===== config.mk =====
export PLATFORM = sky130hd
export DESIGN_NAME = som_seq_ctrl
export DESIGN_NICKNAME = d
export VERILOG_FILES = /design/src/rtl/som_seq_ctrl.sv
export SDC_FILE = /design/constraint.sdc
export NUM_CORES = 1
export LEC_CHECK = 0
export BUFFER_PORTS_ARGS = -buffer_cell sky130_fd_sc_hd__buf_2
export CAP_MARGIN = 20
export CORE_MARGIN = 3
export CORE_UTILIZATION = 50
export DETAILED_ROUTE_END_ITERATION = 8
export PLACE_DENSITY = 0.8
export SYNTH_ARGS = -nofsm -noshare
export SYNTH_HDL_FRONTEND = slang
export SYNTH_SLANG_ARGS = --single-unit

===== constraint.sdc =====
create_clock -name clk -period 3.5 [get_ports clk]
set_input_delay 0.7 -clock clk [delete_from_list [all_inputs] [get_ports clk]]
set_output_delay 0.7 -clock clk [all_outputs]
set_load 0.05 [all_outputs]

===== src/rtl/som_seq_ctrl.sv =====
// SOM sequencer: multi-epoch training read pass, weight write pass, then mapping pass with delayed result writes.
// Latency: start to first image read is 1 cycle; result writes trail their reads by MAP_LAT cycles; all outputs registered.
// Backpressure: stall freezes state, counters and the map delay line and zeroes every strobe; start is taken only in IDLE/DONE.
module som_seq_ctrl #(
  parameter int ADDR_W    = 18,
  parameter int NUM_IMG   = 2,
  parameter int IMG_WORDS = 20480,
  parameter int NUM_W     = 64,
  parameter int EPOCHS    = 1,
  parameter int MAP_LAT   = 1
) (
  input  logic                                            clk,
  input  logic                                            rst,
  input  logic                                            start,
  input  logic                                            stall,
  output logic                                            busy,
  output logic                                            done,
  output logic [((EPOCHS > 1) ? $clog2(EPOCHS) : 1)-1:0]  epoch,
  output logic                                            w_update,
  output logic                                            lr_step,
  output logic [ADDR_W-1:0]                               ram_if_a,
  output logic                                            ram_if_oe,
  output logic [ADDR_W-1:0]                               ram_w_a,
  output logic                                            ram_w_we,
  output logic [ADDR_W-1:0]                               ram_res_a,
  output logic                                            ram_res_we
);

  localparam int TRAIN_LEN = NUM_IMG * IMG_WORDS;
  localparam int EP_W      = (EPOCHS > 1) ? $clog2(EPOCHS) : 1;

  localparam logic [2:0] S_IDLE  = 3'd0;
  localparam logic [2:0] S_TRAIN = 3'd1;
  localparam logic [2:0] S_WR_W  = 3'd2;
  localparam logic [2:0] S_MAP   = 3'd3;
  localparam logic [2:0] S_DONE  = 3'd4;

  localparam logic [ADDR_W-1:0] IF_LAST = ADDR_W'(TRAIN_LEN - 1);
  localparam logic [ADDR_W-1:0] W_LAST  = ADDR_W'(NUM_W - 1);
  localparam logic [EP_W-1:0]   EP_LAST = EP_W'(EPOCHS - 1);

  logic [2:0]        state_q, state_d;
  logic              busy_q, busy_d;
  logic              done_q, done_d;
  logic [EP_W-1:0]   epoch_q, epoch_d;
  logic              w_update_q, w_update_d;
  logic              lr_step_q, lr_step_d;
  logic [ADDR_W-1:0] if_a_q, if_a_d;
  logic              if_oe_q, if_oe_d;
  logic [ADDR_W-1:0] w_a_q, w_a_d;
  logic              w_we_q, w_we_d;
  logic [ADDR_W-1:0] res_a_q, res_a_d;
  logic              res_we_q, res_we_d;
  // rd_fin: every MAP read has been issued and pushed into the delay line
  logic              rd_fin_q, rd_fin_d;
  // Map delay line; the last stage is mirrored onto the result port as it shifts in
  logic [MAP_LAT-1:0]             dl_vld_q, dl_vld_d;
  logic [MAP_LAT-1:0][ADDR_W-1:0] dl_a_q, dl_a_d;

  // Next-cycle values: in TRAIN/WR_W/MAP the registered address is the one issued this cycle, so each unstalled edge retires it and issues the next
  always_comb begin
    state_d    = state_q;
    epoch_d    = epoch_q;
    if_a_d     = if_a_q;
    w_a_d      = w_a_q;
    res_a_d    = res_a_q;
    rd_fin_d   = rd_fin_q;
    dl_vld_d   = dl_vld_q;
    dl_a_d     = dl_a_q;
    if_oe_d    = 1'b0;
    w_we_d     = 1'b0;
    res_we_d   = 1'b0;
    w_update_d = 1'b0;
    lr_step_d  = 1'b0;
    case (state_q)
      S_IDLE, S_DONE: begin
        if (start) begin
          state_d = S_TRAIN;
          epoch_d = '0;
          if_a_d  = '0;
          if_oe_d = 1'b1;
        end
      end
      S_TRAIN: begin
        if (!stall) begin
          w_update_d = 1'b1;
          if (if_a_q == IF_LAST) begin
            lr_step_d = 1'b1;
            if (epoch_q == EP_LAST) begin
              state_d = S_WR_W;
              w_a_d   = '0;
              w_we_d  = 1'b1;
            end else begin
              epoch_d = epoch_q + 1'b1;
              if_a_d  = '0;
              if_oe_d = 1'b1;
            end
          end else begin
            if_a_d  = if_a_q + 1'b1;
            if_oe_d = 1'b1;
          end
        end
      end
      S_WR_W: begin
        if (!stall) begin
          if (w_a_q == W_LAST) begin
            state_d  = S_MAP;
            if_a_d   = '0;
            if_oe_d  = 1'b1;
            rd_fin_d = 1'b0;
          end else begin
            w_a_d  = w_a_q + 1'b1;
            w_we_d = 1'b1;
          end
        end
      end
      S_MAP: begin
        if (!stall) begin
          for (int i = 1; i < MAP_LAT; i++) begin
            dl_vld_d[i] = dl_vld_q[i-1];
            dl_a_d[i]   = dl_a_q[i-1];
          end
          dl_vld_d[0] = !rd_fin_q;
          dl_a_d[0]   = if_a_q;
          res_we_d    = dl_vld_d[MAP_LAT-1];
          if (dl_vld_d[MAP_LAT-1]) begin
            res_a_d = dl_a_d[MAP_LAT-1];
          end
          if (!rd_fin_q) begin
            if (if_a_q == IF_LAST) begin
              rd_fin_d = 1'b1;
            end else begin
              if_a_d  = if_a_q + 1'b1;
              if_oe_d = 1'b1;
            end
          end
          // The final result was written this cycle (it sits in the last stage)
          if (dl_vld_q[MAP_LAT-1] && (dl_a_q[MAP_LAT-1] == IF_LAST)) begin
            state_d = S_DONE;
          end
        end
      end
      default: state_d = S_IDLE;
    endcase
    busy_d = (state_d == S_TRAIN) || (state_d == S_WR_W) || (state_d == S_MAP);
    done_d = (state_d == S_DONE);
  end

  // State, counters, delay line and registered outputs
  always_ff @(posedge clk or posedge rst) begin
    if (rst) begin
      state_q    <= S_IDLE;
      busy_q     <= 1'b0;
      done_q     <= 1'b0;
      epoch_q    <= '0;
      w_update_q <= 1'b0;
      lr_step_q  <= 1'b0;
      if_a_q     <= '0;
      if_oe_q    <= 1'b0;
      w_a_q      <= '0;
      w_we_q     <= 1'b0;
      res_a_q    <= '0;
      res_we_q   <= 1'b0;
      rd_fin_q   <= 1'b0;
      dl_vld_q   <= '0;
      dl_a_q     <= '0;
    end else begin
      state_q    <= state_d;
      busy_q     <= busy_d;
      done_q     <= done_d;
      epoch_q    <= epoch_d;
      w_update_q <= w_update_d;
      lr_step_q  <= lr_step_d;
      if_a_q     <= if_a_d;
      if_oe_q    <= if_oe_d;
      w_a_q      <= w_a_d;
      w_we_q     <= w_we_d;
      res_a_q    <= res_a_d;
      res_we_q   <= res_we_d;
      rd_fin_q   <= rd_fin_d;
      dl_vld_q   <= dl_vld_d;
      dl_a_q     <= dl_a_d;
    end
  end

  assign busy       = busy_q;
  assign done       = done_q;
  assign epoch      = epoch_q;
  assign w_update   = w_update_q;
  assign lr_step    = lr_step_q;
  assign ram_if_a   = if_a_q;
  assign ram_if_oe  = if_oe_q;
  assign ram_w_a    = w_a_q;
  assign ram_w_we   = w_we_q;
  assign ram_res_a  = res_a_q;
  assign ram_res_we = res_we_q;

endmodule


; Word level (Yosys, flattened, before mapping)
; Index checks and enable logic that the tools add are counted.
[totals]
reg_bits = 85
out_inout_bits = 62
in_bits = 4
wordCells = 116
[op_classes]
n_mux = 58
bitwise = 2
reduce_logical = 16
n_eq_ne = 22
add_sub_neg = 3
[op_table]
columns = op, n
row1 = $mux 18, 14
row2 = $pmux 18 s4, 1
row3 = $add 18x1->18 const B, 2
row4 = $eq 18x16->1 const B, 2
row5 = $pmux 18 s2, 1
row6 = $mux 1, 29
row7 = $mux 3, 8
row8 = $ne 2x2->1 const B, 10
row9 = $eq 18x6->1 const B, 1
row10 = $eq 3x2->1 const B, 4
row11 = $pmux 3 s4, 1
row12 = $reduce_and 9->1, 1
row13 = $reduce_and 4->1, 2
row14 = $eq 3x1->1 const B, 2
row15 = $eq 3x3->1 const B, 2
row16 = $pmux 1 s2, 3
row17 = $reduce_and 6->1, 1
row18 = $reduce_bool 2->1, 3
row19 = $pmux 1 s4, 1
row20 = $reduce_bool 4->1, 1
row21 = $logic_not 3->1, 1
row22 = $ne 3x3->1 const B, 1
row23 = $reduce_and 3->1, 1
row24 = $logic_or 1x1->1, 2
row25 = 6 further kinds, 7

; Depth between registers and ports, before layout
[logic_depth]
depth_word = 8
depth_mapped = 7
mapped_depth_nobuf = 6

; Worst setup path before layout
; No wires, ideal clock.
[synth_path]
kind = reg2reg
from = reg if_a_q[8] (netlist: ram_if_a[8])
to = reg if_a_q[5] (netlist: ram_if_a[5])
path_stages_with_launch = 8
setup_time_ns = 0.129
t_arrival_ns = 2.310
synth_period_minus_slack_ns = 2.438
path_slack_ns = 1.062
t_required_ns = 3.371
n_path_buf = 2
cell_sequence = dfrtp_1 -> buf_4 -> nand4_1 -> or4_1 -> buf_2 -> o31ai_4 -> or4_1 -> nand3_1
[synth_between]
elab_chain_cells = 4
word_cells_on_any_way = 7
cone_classes = eq/ne (3) / mux (3) / reduce/logical (1)
[synth_lines]
columns = element, line_no
row1 = "start, declared", 48  ; logic [ADDR_W-1:0] if_a_q, if_a_d;
row2 = "start signal, assigned", 174  ; if_a_q <= if_a_d;
row3 = $eq 18x16->1 *, "87, 130"
row4 = $mux 18, 87  ; if (if_a_q == IF_LAST) begin
row5 = $mux 18, 85  ; if (!stall) begin
row6 = $pmux 18 s4, 75  ; case (state_q)
; Mark *: on every way between the ends. The rest lies on a longest branch, timed or not. The select of a mux whose other input is x is not followed.
; A chain may end at the register's enable or synchronous reset.

; Final worst setup path
[layout_path]
from = reg w_a_q[0] (netlist: ram_w_a[0])
to = reg if_a_q[0] (netlist: ram_if_a[0])
[layout_between]
elab_chain_cells = 3
[layout_lines]
columns = element, line_no
row1 = "start, declared", 50  ; logic [ADDR_W-1:0] w_a_q, w_a_d;
row2 = "start signal, assigned", 176  ; w_a_q <= w_a_d;
row3 = $eq 18x6->1, 106  ; if (w_a_q == W_LAST) begin
row4 = $ne 2x2->1 (no source line), n/a
row5 = $reduce_and 9->1 (no source line), n/a
; Every way passes these cells.

==> impl_metrics.csv <==
group,metric,value,unit
status,status,"finished, final reports clean",
global_route,antenna_found_initial,0,
placed_design,postPlaceCellArea,4430,µm²
clock_network,cts_tree,"yes",
detailed_routing,routedWlPerCell,17.6,µm
yosys,synthArstFlopShare,1.00,
yosys,synth_top_family_by_area,"simple AND/OR/NAND/NOR gates",
global_route,grt_usage,0.217,
yosys,avgSynthCellArea,10.9,µm²
global_route,grt_pass1_wl,15300,µm
clock_network,path_clk_slew,90,ps
power,power_density,667,nW/µm²
layout,finalInstanceArea,4660,µm²
floorplan,core_region_area,7770,µm²
yosys,synthMuxAreaShare,0.111,
yosys,synthesis.nets,376,
yosys,yosysUniqueCellTypes,53,
power,power,3.11,mW
global_route,grt_max_degree,85,
detailed_routing,final_antenna_net_count,0,
timing,period_share,0.702,
worst_setup_path,critical_path.slowest_cell,"a211oi_2",
worst_setup_path,critPathLaunch,"ram_w_a[0]$_DFFE_PP0P_",
detailed_routing,vias,3211,
clock_network,clock_latency,360,ps
detailed_routing,via_per_inst,5.97,
layout,nets,437,
placed_design,dp_hpwl,6400,µm
worst_setup_path,cp_data_required_time,3740,ps
placed_design,place_inst,522,
power,vdd_drop_max,0.273,mV
floorplan,die_w,95.6,µm
worst_setup_path,critical-path-top-delay-family,"compound AO/OA/AOI/OAI gates",
timing,tightest_slew,1100,ps
worst_setup_path,r2r_start,"ram_w_a[0]$_DFFE_PP0P_",
layout,area_growth,16.1,%
worst_setup_path,rrSetupSlack,1040,ps
timing,rsz0062_at_grt,"no",
timing,drv_slew,0,
worst_setup_path,critical_path_class,"reg -> reg",
job,cap_violations,0,
timing,fin_worst_skew,16.7,ps
clock_network,cts-buffers-inserted,9,
yosys,syn-cell-area,4020,µm²
timing,fin_tns_setup,0,ps
clock_network,cts-root-buf,"clkbuf_8",
placed_design,gp_congestion,0.926,
detailed_routing,drt-initial-drc-count,272,
detailed_routing,finalWirelength,9440,µm
yosys,synth_seq_area_share,0.523,
detailed_routing,drcViolationCount,0,
clock_network,ctsHoldBuffers,0,
yosys,synth_xor_area_frac,0.0262,
worst_setup_path,regToRegEndpoint,"ram_if_a[0]$_DFFE_PP0P_",
layout,fill_cells,646,
clock_network,clock-sinks,84,
timing,finalSetupViolations,0,
yosys,syn_inst,370,
floorplan,ios,66,
yosys,synth_compound_gate_area_share,0.115,
layout,fin_cells,538,
layout,final_common_cell,"dfrtp_1",
yosys,synthFlopType,"dfrtp_1",
floorplan,rows,32,
worst_setup_path,cpPeakStageDelay,560,ps
worst_setup_path,cp_num_buf_inv,0,
floorplan,start_util,0.517,
worst_setup_path,cp_cell_sequence,"ha_1 > and3_1 > nand4_1 > a211oi_2 > o21ai_0 > a32o_1",
floorplan,die_y,95.6,µm
global_route,grt_overflow,0,
clock_network,ctsResizeCount,0,
detailed_routing,dr.pass1.iters,5,
worst_setup_path,critical_path_arrival,2700,ps
timing,maxClockFrequency,407,MHz
layout,layout_common_cells,"84 x dfrtp_1, 64 x buf_2, 36 x mux2_2",
floorplan,die-area,9150,µm²
clock_network,cts_setup_buffers,0,
clock_network,htreeDepth,3,
placed_design,io_buffers,64,
power,p_leak,2.24,nW
min_path,hold_path_class,"in -> async",
yosys,synth_enable_flop_cells,0,
timing,period_minus_slack,2460,ps
timing,relSlewSlack,0.259,
timing,hold_viol,0,
layout,drive_gt1_frac,0.300,
global_route,grt_pass1_vias,3010,
yosys,ys_warn_count,0,
yosys,yosys.area_share.simple,0.184,
worst_setup_path,cp-start-kind,"flop",
layout,diodes,0,
yosys,synth_seq_cells,84,
worst_setup_path,worst_setup_path_end_kind,"flop",
yosys,yosys.area_share.adder,0.00623,
worst_setup_path,worst-path-max-fanout,9,
clock_network,clk_path_buf_depth,2,
worst_setup_path,r2r_cells,6,
-- worst register-to-register path, stage by stage, from the launching register on --
cell      delay (ps)
dfrtp_1          420
ha_1             200
and3_1           220
nand4_1          350
a211oi_2         560
o21ai_0          310
a32o_1           280
-- cells in the mapped netlist (5+ instances only) --
cell       n  area share
and3_1     6      0.0093
o31ai_1    6       0.011
inv_1     10      0.0093
o21ai_0   15       0.019
or3_1      5      0.0078
nor2_1    28       0.026
o211ai_1   9       0.017
a31oi_1    7       0.011
buf_2      5      0.0062
nand2_1   25       0.023
clkbuf_1  10      0.0093
nand3_1   15       0.019
a21oi_1   13       0.016
nor3_1     7      0.0087
and4_1     5       0.011
dfrtp_1   84        0.52
nand4_1   13       0.020
mux2_2    36        0.10
xor2_1    12       0.026
nor4_1     5      0.0078
-- per-layer routing --
layer / wire length [µm] / global-route usage / share of wire / vias to the layer above
li1: - / - / - / 1500
met1: 4240 / 0.309 / 0.45 / 1555
met2: 4460 / 0.327 / 0.47 / 135
met3: 587 / 0.0474 / 0.062 / 21
met4: 157 / 0.0746 / 0.017 / 0
met5: 0 / 0 / 0 / -
-- through the flow --
| step | worst slack [ps] | hold WS (ps) | utilization |
|---|---|---|---|
| finish | 1040 | 432 | 0.600 |
| global route | 869 | 456 | 0.600 |
| CTS | 1080 | 445 | 0.600 |
| detailed placement | 1130 | 490 | 0.571 |
| global placement | 1240 | 481 | 0.571 |
| floorplan | 635 | 471 | - |
-- cells by family after synthesis --
family,after synthesis
compound gates,68
xor+xnor,12
fa+ha+maj,2
buf+inv,29
flops,84
mux,40
other cells,1
simple gates,134
-- area by class of cell --
cell class	count	area (µm²)	share of cell area
sequential	84	2100	0.451
multi-input combinational	257	1790	0.385
timing repair buffer	69	370	0.0794
tap	102	128	0.0274
clock buffer	9	124	0.0266
clock inverter	7	106	0.0228
inverter	10	38.8	0.00832
-- registers in the layout (all words and copies together), names as in the netlist, 3 cells and up --
name and flops:
dl_a_q 18, ram_if_a 18, ram_res_a 18, ram_w_a 18
state_q 3
-- worst max-delay path by stage --
stage                                          to  slack (ps)  depth (start not counted)
after floorplan                    busy$_DFF_PP0_         630                          1
after CTS                 ram_if_a[0]$_DFFE_PP0P_        1080                          6
after detailed placement  ram_if_a[0]$_DFFE_PP0P_        1130                          6
after global routing      ram_if_a[0]$_DFFE_PP0P_         870                          6
final                     ram_if_a[0]$_DFFE_PP0P_        1040                          6
after global placement    ram_if_a[0]$_DFFE_PP0P_        1240                          5
-- where the power goes --
part	leakage, nW	switching, mW	total [mW]	internal [mW]
logic	0.989	0.724	1.03	0.304
registers	1.13	0.162	1.30	1.14
clock network	0.116	0.370	0.784	0.414
Power figures use the tool's default switching activity.
